## src/rtl/cache_ref_driver.sv

```systemverilog
// Trace-driven initiator for the cache lookup port: fetch reference, look up, allocate on miss, count.
// Optional CACHE_DRV_SATURATE_EN: saturating counters with sticky sat_flag; default build wraps.
module cache_ref_driver #(
    parameter int CNT_W      = 32,
    parameter int LOOKUP_LAT = 1
) (
    input  logic             clk,
    input  logic             rst_n,
    input  logic             start,
    input  logic             ref_valid,
    input  logic [31:0]      ref_addr,
    input  logic             ref_last,
    output logic             ref_ready,
    output logic [31:0]      cache_addr,
    output logic             cache_state,
    input  logic             cache_hit,
    output logic [CNT_W-1:0] ref_count,
    output logic [CNT_W-1:0] hit_count,
    output logic [CNT_W-1:0] miss_count,
    output logic             busy,
`ifdef CACHE_DRV_SATURATE_EN
    output logic             sat_flag,
`endif
    output logic             done
);

    typedef enum logic [2:0] {IDLE, FETCH, LOOKUP, UPDATE, DONE} state_t;

    localparam logic [2:0] LAT = 3'(LOOKUP_LAT);

    state_t     state;
    logic       last;
    logic [2:0] wait_cnt;

    function automatic logic [CNT_W-1:0] bump(input logic [CNT_W-1:0] c);
`ifdef CACHE_DRV_SATURATE_EN
        return (&c) ? c : c + CNT_W'(1);
`else
        return c + CNT_W'(1);
`endif
    endfunction

    always_ff @(posedge clk or negedge rst_n) begin
        if (!rst_n) begin
            state       <= IDLE;
            last        <= 1'b0;
            wait_cnt    <= '0;
            ref_ready   <= 1'b0;
            cache_addr  <= '0;
            cache_state <= 1'b0;
            ref_count   <= '0;
            hit_count   <= '0;
            miss_count  <= '0;
            busy        <= 1'b0;
            done        <= 1'b0;
`ifdef CACHE_DRV_SATURATE_EN
            sat_flag    <= 1'b0;
`endif
        end else begin
            case (state)
                IDLE, DONE: begin
                    if (start) begin
                        ref_count  <= '0;
                        hit_count  <= '0;
                        miss_count <= '0;
`ifdef CACHE_DRV_SATURATE_EN
                        sat_flag   <= 1'b0;
`endif
                        state      <= FETCH;
                        ref_ready  <= 1'b1;
                        busy       <= 1'b1;
                        done       <= 1'b0;
                    end
                end
                FETCH: begin
                    if (ref_valid) begin
                        cache_addr <= ref_addr;
                        last       <= ref_last;
                        wait_cnt   <= LAT;
                        ref_ready  <= 1'b0;
                        state      <= LOOKUP;
                    end
                end
                LOOKUP: begin
                    // cache_hit is only meaningful in the last wait cycle
                    if (wait_cnt == 3'd1) begin
                        wait_cnt <= '0;
                        if (cache_hit) begin
                            hit_count <= bump(hit_count);
                            ref_count <= bump(ref_count);
`ifdef CACHE_DRV_SATURATE_EN
                            if (&hit_count || &ref_count) sat_flag <= 1'b1;
`endif
                            if (last) begin
                                state <= DONE;
                                busy  <= 1'b0;
                                done  <= 1'b1;
                            end else begin
                                state     <= FETCH;
                                ref_ready <= 1'b1;
                            end
                        end else begin
                            miss_count  <= bump(miss_count);
`ifdef CACHE_DRV_SATURATE_EN
                            if (&miss_count) sat_flag <= 1'b1;
`endif
                            cache_state <= 1'b1;
                            state       <= UPDATE;
                        end
                    end else begin
                        wait_cnt <= wait_cnt - 3'd1;
                    end
                end
                UPDATE: begin
                    ref_count   <= bump(ref_count);
`ifdef CACHE_DRV_SATURATE_EN
                    if (&ref_count) sat_flag <= 1'b1;
`endif
                    cache_state <= 1'b0;
                    if (last) begin
                        state <= DONE;
                        busy  <= 1'b0;
                        done  <= 1'b1;
                    end else begin
                        state     <= FETCH;
                        ref_ready <= 1'b1;
                    end
                end
                default: state <= IDLE;
            endcase
        end
    end

endmodule

```

## config.mk

```make
export PLATFORM = sky130hd
export DESIGN_NAME = cache_ref_driver
export DESIGN_NICKNAME = d
export VERILOG_FILES = /design/src/rtl/cache_ref_driver.sv
export SDC_FILE = /design/constraint.sdc
export NUM_CORES = 1
export LEC_CHECK = 0
export CORE_ASPECT_RATIO = 0.9
export CORE_MARGIN = 4
export CORE_UTILIZATION = 53
export DETAILED_ROUTE_END_ITERATION = 10
export GPL_TIMING_DRIVEN = 0
export PLACE_DENSITY_LB_ADDON = 0.15
export SLEW_MARGIN = 10
export SYNTH_ARGS = -nofsm -noshare
export SYNTH_HDL_FRONTEND = slang
export SYNTH_SLANG_ARGS = --single-unit
export TNS_END_PERCENT = 30
```

## constraint.sdc

```tcl
create_clock -name clk -period 3.9 [get_ports clk]
set_input_delay 0.78 -clock clk [delete_from_list [all_inputs] [get_ports clk]]
set_output_delay 0.78 -clock clk [all_outputs]
set_load 0.02 [all_outputs]
```

# Word-level counts from Yosys, hierarchy flattened
# Index checks and enable logic that the tools add are counted.
[word_totals]
in_bits = 38
ff_bits = 139
output_inout_bits = 132
mem_bits_ro = 0
ram_bits = 0
word_cells = 77
mem_count = 0
latchBits = 0
[classes]
n_reduce_logical = 15
shift = 0
n_lt_le_gt_ge = 0
div = 0
add_sub_neg = 4
mul = 0
eq_ne = 10
mux = 37
n_bitwise = 0
[op_table]
columns = ["operator", "count"]
rows = [
  ["32-bit two-way mux", 7],
  ["32-bit one-hot mux with 2 select lines", 2],
  ["32-bit by 1-bit adder with 32-bit output, second input constant", 3],
  ["32-bit one-hot mux with 3 select lines", 1],
  ["3-bit two-way mux", 7],
  ["1-bit two-way mux", 14],
  ["3-bit one-hot mux with 4 select lines", 1],
  ["4-bit AND reduction", 3],
  ["2-bit inequality test, second input constant", 5],
  ["3-bit by 1-bit == test with 1-bit output, second input constant", 2],
  ["3-bit by 2-bit == test with 1-bit output, second input constant", 2],
  ["1-bit one-hot mux with 3 select lines", 2],
  ["3-bit one-hot mux with 2 select lines", 1],
  ["3-bit AND reduction", 2],
  ["2-bit nonzero test", 3],
  ["5-bit AND reduction", 1],
  ["1-bit one-hot mux with 4 select lines", 1],
  ["2-bit AND reduction", 2],
  ["4-bit nonzero test", 1],
  ["3-bit == test, second input constant", 1],
  ["3-bit logical NOT", 1],
  ["3-bit nonzero test", 1],
  ["3-bit by 1-bit subtractor with 3-bit output, second input constant", 1],
  ["1-bit one-hot mux with 2 select lines", 1],
  ["2-bit OR reduction", 1],
]

# Depth between registers and ports, before layout
[logic_depth]
ltp_word = 4
depth_mapped = 9
depth_no_buf = 7

# Least setup slack after synthesis
# No wires, ideal clock.
[synth_timing]
path_kind = "input to register"
start = "in cache_hit"
end = "reg miss_count[20]"
setup_time_ns = 0.078
n_path_buf = 1
setup_slack_ns = 1.317
arrival_ns = 2.505
path_stages = 6
required_time_ns = 3.822
cell_sequence = "or4b_4 > buf_6 > a2111oi_4 > nand2_2 > or3_1 > a21oi_1"
[synth_via]
elab_chain_cells = 2
[synth_lines]
columns = ["element", "line_no", "rtl"]
rows = [
  ["from (decl)", "16", "input logic cache_hit,"],
  ["2-bit inequality test (no line)", "--", ""],
  ["4-bit AND reduction (no line)", "--", ""],
  ["to (signal assigned)", "103", "miss_count <= bump(miss_count);"],
  ["to (decl)", "19", "output logic [CNT_W-1:0] miss_count,"],
]
# No other way between the ends.
# A chain may end at the register's enable or synchronous reset.

# Worst setup path in the final report
[layout_timing]
start = "in start"
end = "reg hit_count[31]"
[layout_via]
elab_chain_cells = 2
[layout_lines]
columns = ["element", "line_no", "rtl"]
rows = [
  ["from (decl)", "9", "input logic start,"],
  ["2-bit inequality test (no line)", "--", ""],
  ["4-bit AND reduction (no line)", "--", ""],
  ["to (signal assigned)", "89", "hit_count <= bump(hit_count);"],
  ["to (decl)", "18", "output logic [CNT_W-1:0] hit_count,"],
]
# No other way between the ends.

==> results.json <==
{
  "run_status": "completed",
  "p_sw_uw": 1720,
  "cp.arrival_ps": 3360,
  "sw_frac_of_total": 0.329,
  "fin_crit_sh": 0.774,
  "cts_buffers": 17,
  "first_pass_iters": 5,
  "cpMaxStageDelayCell": "a21oi_1",
  "worst-r2r-cell-count": 7,
  "cts.sinks": 139,
  "final-setup-viol-count": 0,
  "drcViolationCount": 0,
  "required_ps": 4240,
  "cts_htree_levels": 4,
  "layout_min_cycle_time_ps": 3020,
  "tightestPinTransition_ps": 887,
  "io_buffer_count": 169,
  "synthXorXnorAreaFrac": 0.0711,
  "synth_top_cell_by_area": "dfrtp_1",
  "die_y_um": 115,
  "vias_per_cell": 5.91,
  "whs_ps": 332,
  "yosys_warnings": 0,
  "synth.avg_cell_area_um2": 10.0,
  "power.internal_uw": 3510,
  "grt_max_degree": 80,
  "synth-compound-area-share": 0.0960,
  "grt_pass1_vias": 6126,
  "pwr-share-clk": 0.320,
  "path_class": "input port to flip-flop",
  "yosysMostFrequentCell": "dfrtp_1",
  "synth_edf_count": 0,
  "ys_ff_latch": 139,
  "drv_cap": 0,
  "ir_worst_vdd_mv": 0.583,
  "wl_per_cell_um": 18.4,
  "synth_top_flop_cell": "dfrtp_1",
  "max_clock_freq_ghz": 0.331,
  "leakagePower_uw": 0.00388,
  "rsz0062_at_grt": "false",
  "ctsResizeCount": 0,
  "layout-drive-gt1-share": 0.0830,
  "synth_area_leaders": "dfrtp_1 51%, mux2_2 5.5%, xor2_1 5.2%",
  "cp.depth": 6,
  "crit_fanout": 9,
  "place.gp.congestion": 0.880,
  "netlist_instances": 677,
  "cts-root-buf": "clkbuf_16",
  "die_x_um": 127,
  "grt-ovfl-total": 0,
  "fin_setup_tns_ps": 0,
  "core_um2": 12300,
  "clk_pin_slew_ps": 60,
  "syn_to_final_growth_pct": 37.4,
  "crit_buf_inv": 1,
  "nNetsFinal": 909,
  "seq_power_share": 0.354,
  "clock_latency_ps": 420,
  "drt.antenna.violating_nets": 0,
  "synth_simple_gate_area_share": 0.225,
  "tritoncts": "done",
  "holdBufCountCts": 0,
  "drt_iter0_markers": 598,
  "dieArea_um2": 14700,
  "synth_top_family_by_area": "simple AND/OR/NAND/NOR gates",
  "drv_slew": 0,
  "num_io_pins": 170,
  "yosys-top-cells-count": "139 x dfrtp_1, 80 x nor2_1, 56 x nand2_1",
  "netlist_area_um2": 6780,
  "cp_slowest_stage_delay_ps": 680,
  "grt_usage": 0.270,
  "synthesis.nets": 720,
  "synth.distinct_cells": 53,
  "start_kind": "input port",
  "drt-total-wl_um": 19100,
  "dp_hpwl_um": 13200,
  "yosysSeqAreaShare": 0.513,
  "vias": 6147,
  "start_util": 0.553,
  "hold_class": "input port to async pin",
  "p_comb_frac": 0.325,
  "cts_max_path_buffers": 2,
  "max_slew_margin": 0.403,
  "power_density_nw_per_um2": 562,
  "critPathMostFrequentCell": "a21oi_1",
  "skew_ps": 8.55,
  "num_rows": 38,
  "worstPathCellList": "clkdlybuf4s50_1 -> o21bai_1 -> a21oi_1 -> nand3_1 -> or4_1 -> a21oi_1",
  "async_reset_ff_frac": 1.00,
  "grt_pass1_wl_um": 31400,
  "antenna_found_initial": 1,
  "finalHoldViolations": 0,
  "synth_top_area_share": 0.513,
  "post_cts_buffers": 0,
  "endpoint_kind": "flip-flop",
  "synth_adder_area_share": 0.00923,
  "synth_mux_area_frac": 0.0592,
  "critPathTopFamily": "compound AO/OA/AOI/OAI gates"
}
layout make-up:
type                            count  area, µm²
Sequential cell                   139       3480
Multi-Input combinational cell    493       3120
Fill cell                         833       2950
Timing Repair Buffer              170       1720
Clock buffer                       25        505
Tap cell                          160        200
Buffer                             34        136
Clock inverter                      7        110
Inverter                           11       41.3
Antenna cell                        1       2.50
power groups by stage:
| stage | sequential [µW] | clock [µW] | combinational (µW) |
|---|---|---|---|
| after floorplan | 2110 | 0 | 687 |
| after global placement | 1850 | 0 | 1650 |
| after detailed placement | 1870 | 0 | 1700 |
| after CTS | 1860 | 1690 | 1710 |
| after global routing | 1890 | 1770 | 1830 |
| final | 1860 | 1680 | 1700 |
cell usage in the layout, fill, tap and decap left out, drive strengths merged, types with 11 or more instances in the layout:
master / n
xor2: 40
a21oi: 24
o21ai: 31
clkdlybuf4s50: 168
nand4: 40
dfrtp: 139
mux2: 33
nand2: 57
and4: 11
clkbuf: 54
nor2: 80
and3: 15
inv: 11
xnor2: 15
nand3: 45
final timing paths:
check | startpoint | to | slack [ps]
setup / recovery | start | hit_count[31] | 880
hold / removal | rst_n | miss_count[31] | 330
setup reg to reg | wait_cnt[1] | hit_count[31] | 1150
hold reg to reg | done | done | 490
max in group asynchronous | rst_n | ref_count[22] | 2770
min in group clk | done | done | 490
metal layers:
metal | global-route usage | share of wire
met5 | 0 | 0
met4 | 0.0901 | 0.016
met3 | 0.0808 | 0.083
met2 | 0.446 | 0.50
met1 | 0.343 | 0.40
through the flow:
stage | power [µW] | worst slack [ps] | utilization | cell area (µm²) | cells
floorplan | 2790 | 1320 | - | 6780 | 677
global placement | 3510 | -3450 | 0.707 | 8670 | 1006
CTS | 5260 | 921 | 0.759 | 9320 | 1039
detailed placement | 3570 | 534 | 0.709 | 8700 | 1007
global route | 5490 | 735 | 0.760 | 9320 | 1040
finish | 5240 | 881 | 0.760 | 9320 | 1040
flip-flops by register name, summed over array words and instances (netlist names), 3 cells and up:
name / cells
cache_addr: 32
hit_count: 32
miss_count: 32
wait_cnt: 3
ref_count: 32
state: 3
kinds of logic (layout without fill, tap and decap cells):
kind of cell	after synthesis	count (layout)
AND/OR/NAND/NOR	298	298
flip-flops	139	139
AO/OA/AOI/OAI	99	99
XOR/XNOR	55	55
buffers and inverters	45	247
multiplexers	36	36
adder cells (fa/ha/maj)	5	5
other	0	1
Power figures use the tool's default switching activity.
==> edit 1: new RTL, same settings <==
The option `CACHE_DRV_SATURATE_EN` is turned on by a define.
--- a/src/rtl/cache_ref_driver.sv
+++ b/src/rtl/cache_ref_driver.sv
@@ -1,5 +1,7 @@
 // Trace-driven initiator for the cache lookup port: fetch reference, look up, allocate on miss, count.
 // Optional CACHE_DRV_SATURATE_EN: saturating counters with sticky sat_flag; default build wraps.
+`define CACHE_DRV_SATURATE_EN
+
 module cache_ref_driver #(
     parameter int CNT_W      = 32,
     parameter int LOOKUP_LAT = 1
Check against the original RTL (old outputs only; new: sat_flag): no difference found for any inputs over 10 cycles, from zero or initial values and one cycle with rst_n low; that may be too few to reach the edited logic, so the function may still have changed.
==> edit 1 against the unedited design <==
- sequential cell count up 1
- largest cell class is now multi-input gates
- synthesized area up 6.3%
- worst setup slack worse by 0.11 ns
- die area up 5.9%
- worst hold slack worse by 0.0074 ns
- routed wire length up 8.0%
- non-clock buffer count down 5
- total power down 1.3%
- final area up 3.9%
==> edit 1: results (changes against the unedited design) <==
[outcome]
run_status=finished, final reports clean

[power]
pwr-share-comb=0.357  ; +0.032
vdd_drop_max_uv=474  ; -19%
p_sw_frac=0.362  ; +0.0325

[placement]
place_area_um2=9150  ; +5.1%
dpl.hpwl_mm=14.6  ; +11%
finalWeightedCongestion=0.891  ; +1.3%
post-place-ws_ns=0.565  ; +0.0312 ns

[layout]
fillers=970  ; +16%
layout.cells.non_filler=1103  ; +6.1%
seq_area_um2=3500  ; +0.72%
drive_gt1_frac=0.113  ; +0.0303

[routing]
wl_met1_mm=8.59  ; +12%
wirelength_mm=20.7  ; +8.0%
met3_length_mm=1.54  ; -3.4%
met2_length_mm=10.2  ; +6.8%

[grt]
met3_usage=0.0822  ; +0.00142
grt_max_degree=74  ; -7.5%
grt_use_met1=0.360  ; +0.0171
grt_pass1_wl_mm=34.2  ; +8.8%
antenna_found_initial=0  ; -1
grt.total_usage=0.276  ; +0.00643
grt_pass1_vias=6670  ; +8.9%

[setup_path]
r2r_setup_slack_ns=1.03  ; -0.12 ns
r2r-end=miss_count[14]
max_stage_delay_ns=0.56  ; -0.12 ns
crit_fanout=10  ; +1
rr_worst_depth=8  ; +1

[yosys]
syn-num-nets=775  ; +7.6%
synthTopCellsByCount=dfrtp_1, nor2_1, nand2_1, nand3_1, o21ai_0
synth-seq-area-share=0.486  ; -0.0268
synth_cell_type_count=61  ; +15%

[sta]
holdWs_ns=0.325  ; -0.00737 ns
tightest_slew_ns=0.955  ; +0.0683 ns

[edit 1: worst max path at each step]
stage | start | endpoint | slack [ns] | cells past startpoint
2_1_floorplan | start | hit_count[7] | 1.60 | 8
3_3_place_gp | rst_n | cache_addr[29] | -3.42 | 1
3_5_place_dp | cache_hit | miss_count[14] | 0.57 | 7
4_1_cts | cache_hit | miss_count[14] | 0.86 | 7
5_1_grt | cache_hit | miss_count[14] | 0.68 | 7
6_report | cache_hit | miss_count[14] | 0.77 | 7
[edit 1: area by class of cell]
cell class                 instances  area share
buffer                            28      0.0138
inverter                          13     0.00504
clock buffer                      18      0.0453
sequential                       140       0.362
tap                              168      0.0217
multi-input combinational        551       0.363
timing repair buffer             171       0.179
clock inverter                    14      0.0103
[edit 1: kinds of logic after synthesis]
group / synth area share
adders and majority gates: 0.00868
buffers and inverters: 0.0254
and+or+nand+nor: 0.258
AOI/OAI and AO/OA: 0.106
muxes: 0.0557
xor gates and xnor gates: 0.0596
DFF: 0.486
==> edit 2: new RTL, same settings <==
Made on the original files. Reset style: synchronous (`rst_n`), changed in one clocked block.
--- a/src/rtl/cache_ref_driver.sv
+++ b/src/rtl/cache_ref_driver.sv
@@ -40,7 +40,7 @@
 `endif
     endfunction
 
-    always_ff @(posedge clk or negedge rst_n) begin
+    always_ff @(posedge clk) begin
         if (!rst_n) begin
             state       <= IDLE;
             last        <= 1'b0;
Behaviour: differs if rst_n is asserted again (counterexample within 4 cycles, from zero or initial values and one cycle with rst_n low); with rst_n held inactive, the same outputs for 4 cycles.
==> edit 2 against the unedited design <==
- utilization shrank 0.24 points
- die area decreased by 6.1%
- sequential cell count did not move
- synthesized area decreased by 6.5%
- routed wire length down 3.6%
- final area is 5.9% lower
- largest cell class is now multi-input gates
- highest routed layer unchanged
- critical endpoint is now hit_count[31]
- critical path depth increased by 1
- worst setup slack gained 0.12 ns
- non-clock buffer count grew 6
- register-to-register slack improved by 0.31 ns
Power is not compared: it rests on default switching activity, and its combinational part moved more than twofold at a synthesized area within 25%.
==> edit 2: results (changes against the unedited design) <==
[outcome]
run_status=finished, final reports clean

[setup_path]
critPathTopFamily=buffers and inverters
crit_slowest_cell=clkdlybuf4s50_1
rr_worst_depth=9  ; +2
arrival_ns=3.17  ; -0.19 ns
max_stage_delay_ns=0.58  ; -0.10 ns
crit_fanout=10  ; +1

[sta]
skew_ns=0.00707  ; -0.00147 ns
maxSlewHeadroom=0.449  ; +0.0456

[layout]
nNetsFinal=1002  ; +10%
num_antenna_cells=0  ; -1
fillers=854  ; +2.5%
drive_gt1_frac=0.0648  ; -0.0182

[yosys]
synth_top_flop_cell=dfxtp_1
yosys-top-cells-area=dfxtp_1, nand2_1, a21oi_1
synth_cell_type_count=57  ; +7.5%
synthTopCellsByCount=dfxtp_1, nand2_1, a21oi_1, nor2_1, nand4_1
synth-seq-area-share=0.439  ; -0.0742
synth-async-reset-ratio=0  ; -1.00
syn-num-nets=814  ; +13%

[grt]
grt_pass1_wl_mm=30.3  ; -3.6%
grt_pass1_vias=6392  ; +4.3%
grt.total_usage=0.268  ; -0.00201
grt_max_degree=17  ; -79%
antenna_found_initial=0  ; -1

[min_path]
whs_path_depth=2
min_path_type=flop to flop

[placement]
post-place-ws_ns=0.598  ; +0.0635 ns
finalWeightedCongestion=0.896  ; +1.9%
dpl.hpwl_mm=13.3  ; +1.0%
place_area_um2=8230  ; -5.4%

[routing]
drt_iter0_markers=531  ; -11%
drt-vias-per-instance=5.81  ; -1.8%
wirelength_mm=18.4  ; -3.6%

==> edit 2: changes by cell type in the layout (fill, tap and decap cells not counted), moves of 9 or more <==
| cell | before | now |
|---|---|---|
| a21oi_1 | 24 | 85 |
| and3_1 | 15 | 6 |
| dfrtp_1 | 139 | 0 |
| dfxtp_1 | 0 | 139 |
| mux2_2 | 33 | 0 |
| nand2_1 | 56 | 118 |
| nand3_1 | 45 | 32 |
| or3_1 | 6 | 29 |
| xor2_1 | 40 | 29 |
==> edit 2: cells by family after synthesis <==
kind of cell    synth area share
flops                      0.439
fa+ha+maj                0.00987
buf+inv                   0.0414
simple gates               0.295
compound gates             0.147
mux                      0.00316
xor+xnor                  0.0649
==> edit 2: worst register-to-register path: cells and delay by family, from the launching register on <==
| family | cells | cell delay (ns) |
|---|---|---|
| compound gates | 2 | 0.42 |
| fa+ha+maj | 1 | 0.24 |
| buf+inv | 3 | 0.65 |
| flops | 1 | 0.31 |
| simple gates | 3 | 0.76 |
==> edit 2: layout make-up <==
class | instances | area, um2 | share of cell area
clock buffers | 19 | 433 | 0.0494
multi-input cells | 574 | 3290 | 0.376
flip-flops and latches | 139 | 2780 | 0.318
repair buffers | 169 | 1690 | 0.193
inverters | 17 | 63.8 | 0.00728
well taps | 156 | 195 | 0.0223
clock inverters | 13 | 104 | 0.0119
plain buffers | 41 | 199 | 0.0227
==> edit 2: metal layers <==
| layer | vias up | track usage | routed length [um] |
|---|---|---|---|
| met4 | 0 | 0.0908 | 414 |
| li1 | 3130 | - | - |
| met3 | 39 | 0.0736 | 1320 |
| met2 | 274 | 0.452 | 9200 |
| met5 | - | 0 | 0 |
| met1 | 3107 | 0.327 | 7500 |
==> edit 2: report_power, final <==
| group | leakage [nW] | switching [W] | internal, W |
|---|---|---|---|
| logic | 1.43 | 0.000238 | 0.000156 |
| clock network | 0.258 | 0.000597 | 0.000867 |
| registers | 1.12 | 0.0000259 | 0.00146 |
==> edit 2: stage by stage <==
step | power, W | instances
2_1_floorplan | 0.00174 | 771
3_3_place_gp | 0.00189 | 1096
3_5_place_dp | 0.00190 | 1096
4_1_cts | 0.00335 | 1128
5_1_grt | 0.00347 | 1128
6_report | 0.00334 | 1128
==> edit 2: worst paths after layout <==
check           startpoint        endpoint  slack, ns
min          cache_addr[2]   cache_addr[2]       0.45
min reg2reg  cache_addr[2]   cache_addr[2]       0.45
max reg2reg    wait_cnt[1]  miss_count[25]       1.46
max                  start   hit_count[31]       1.00
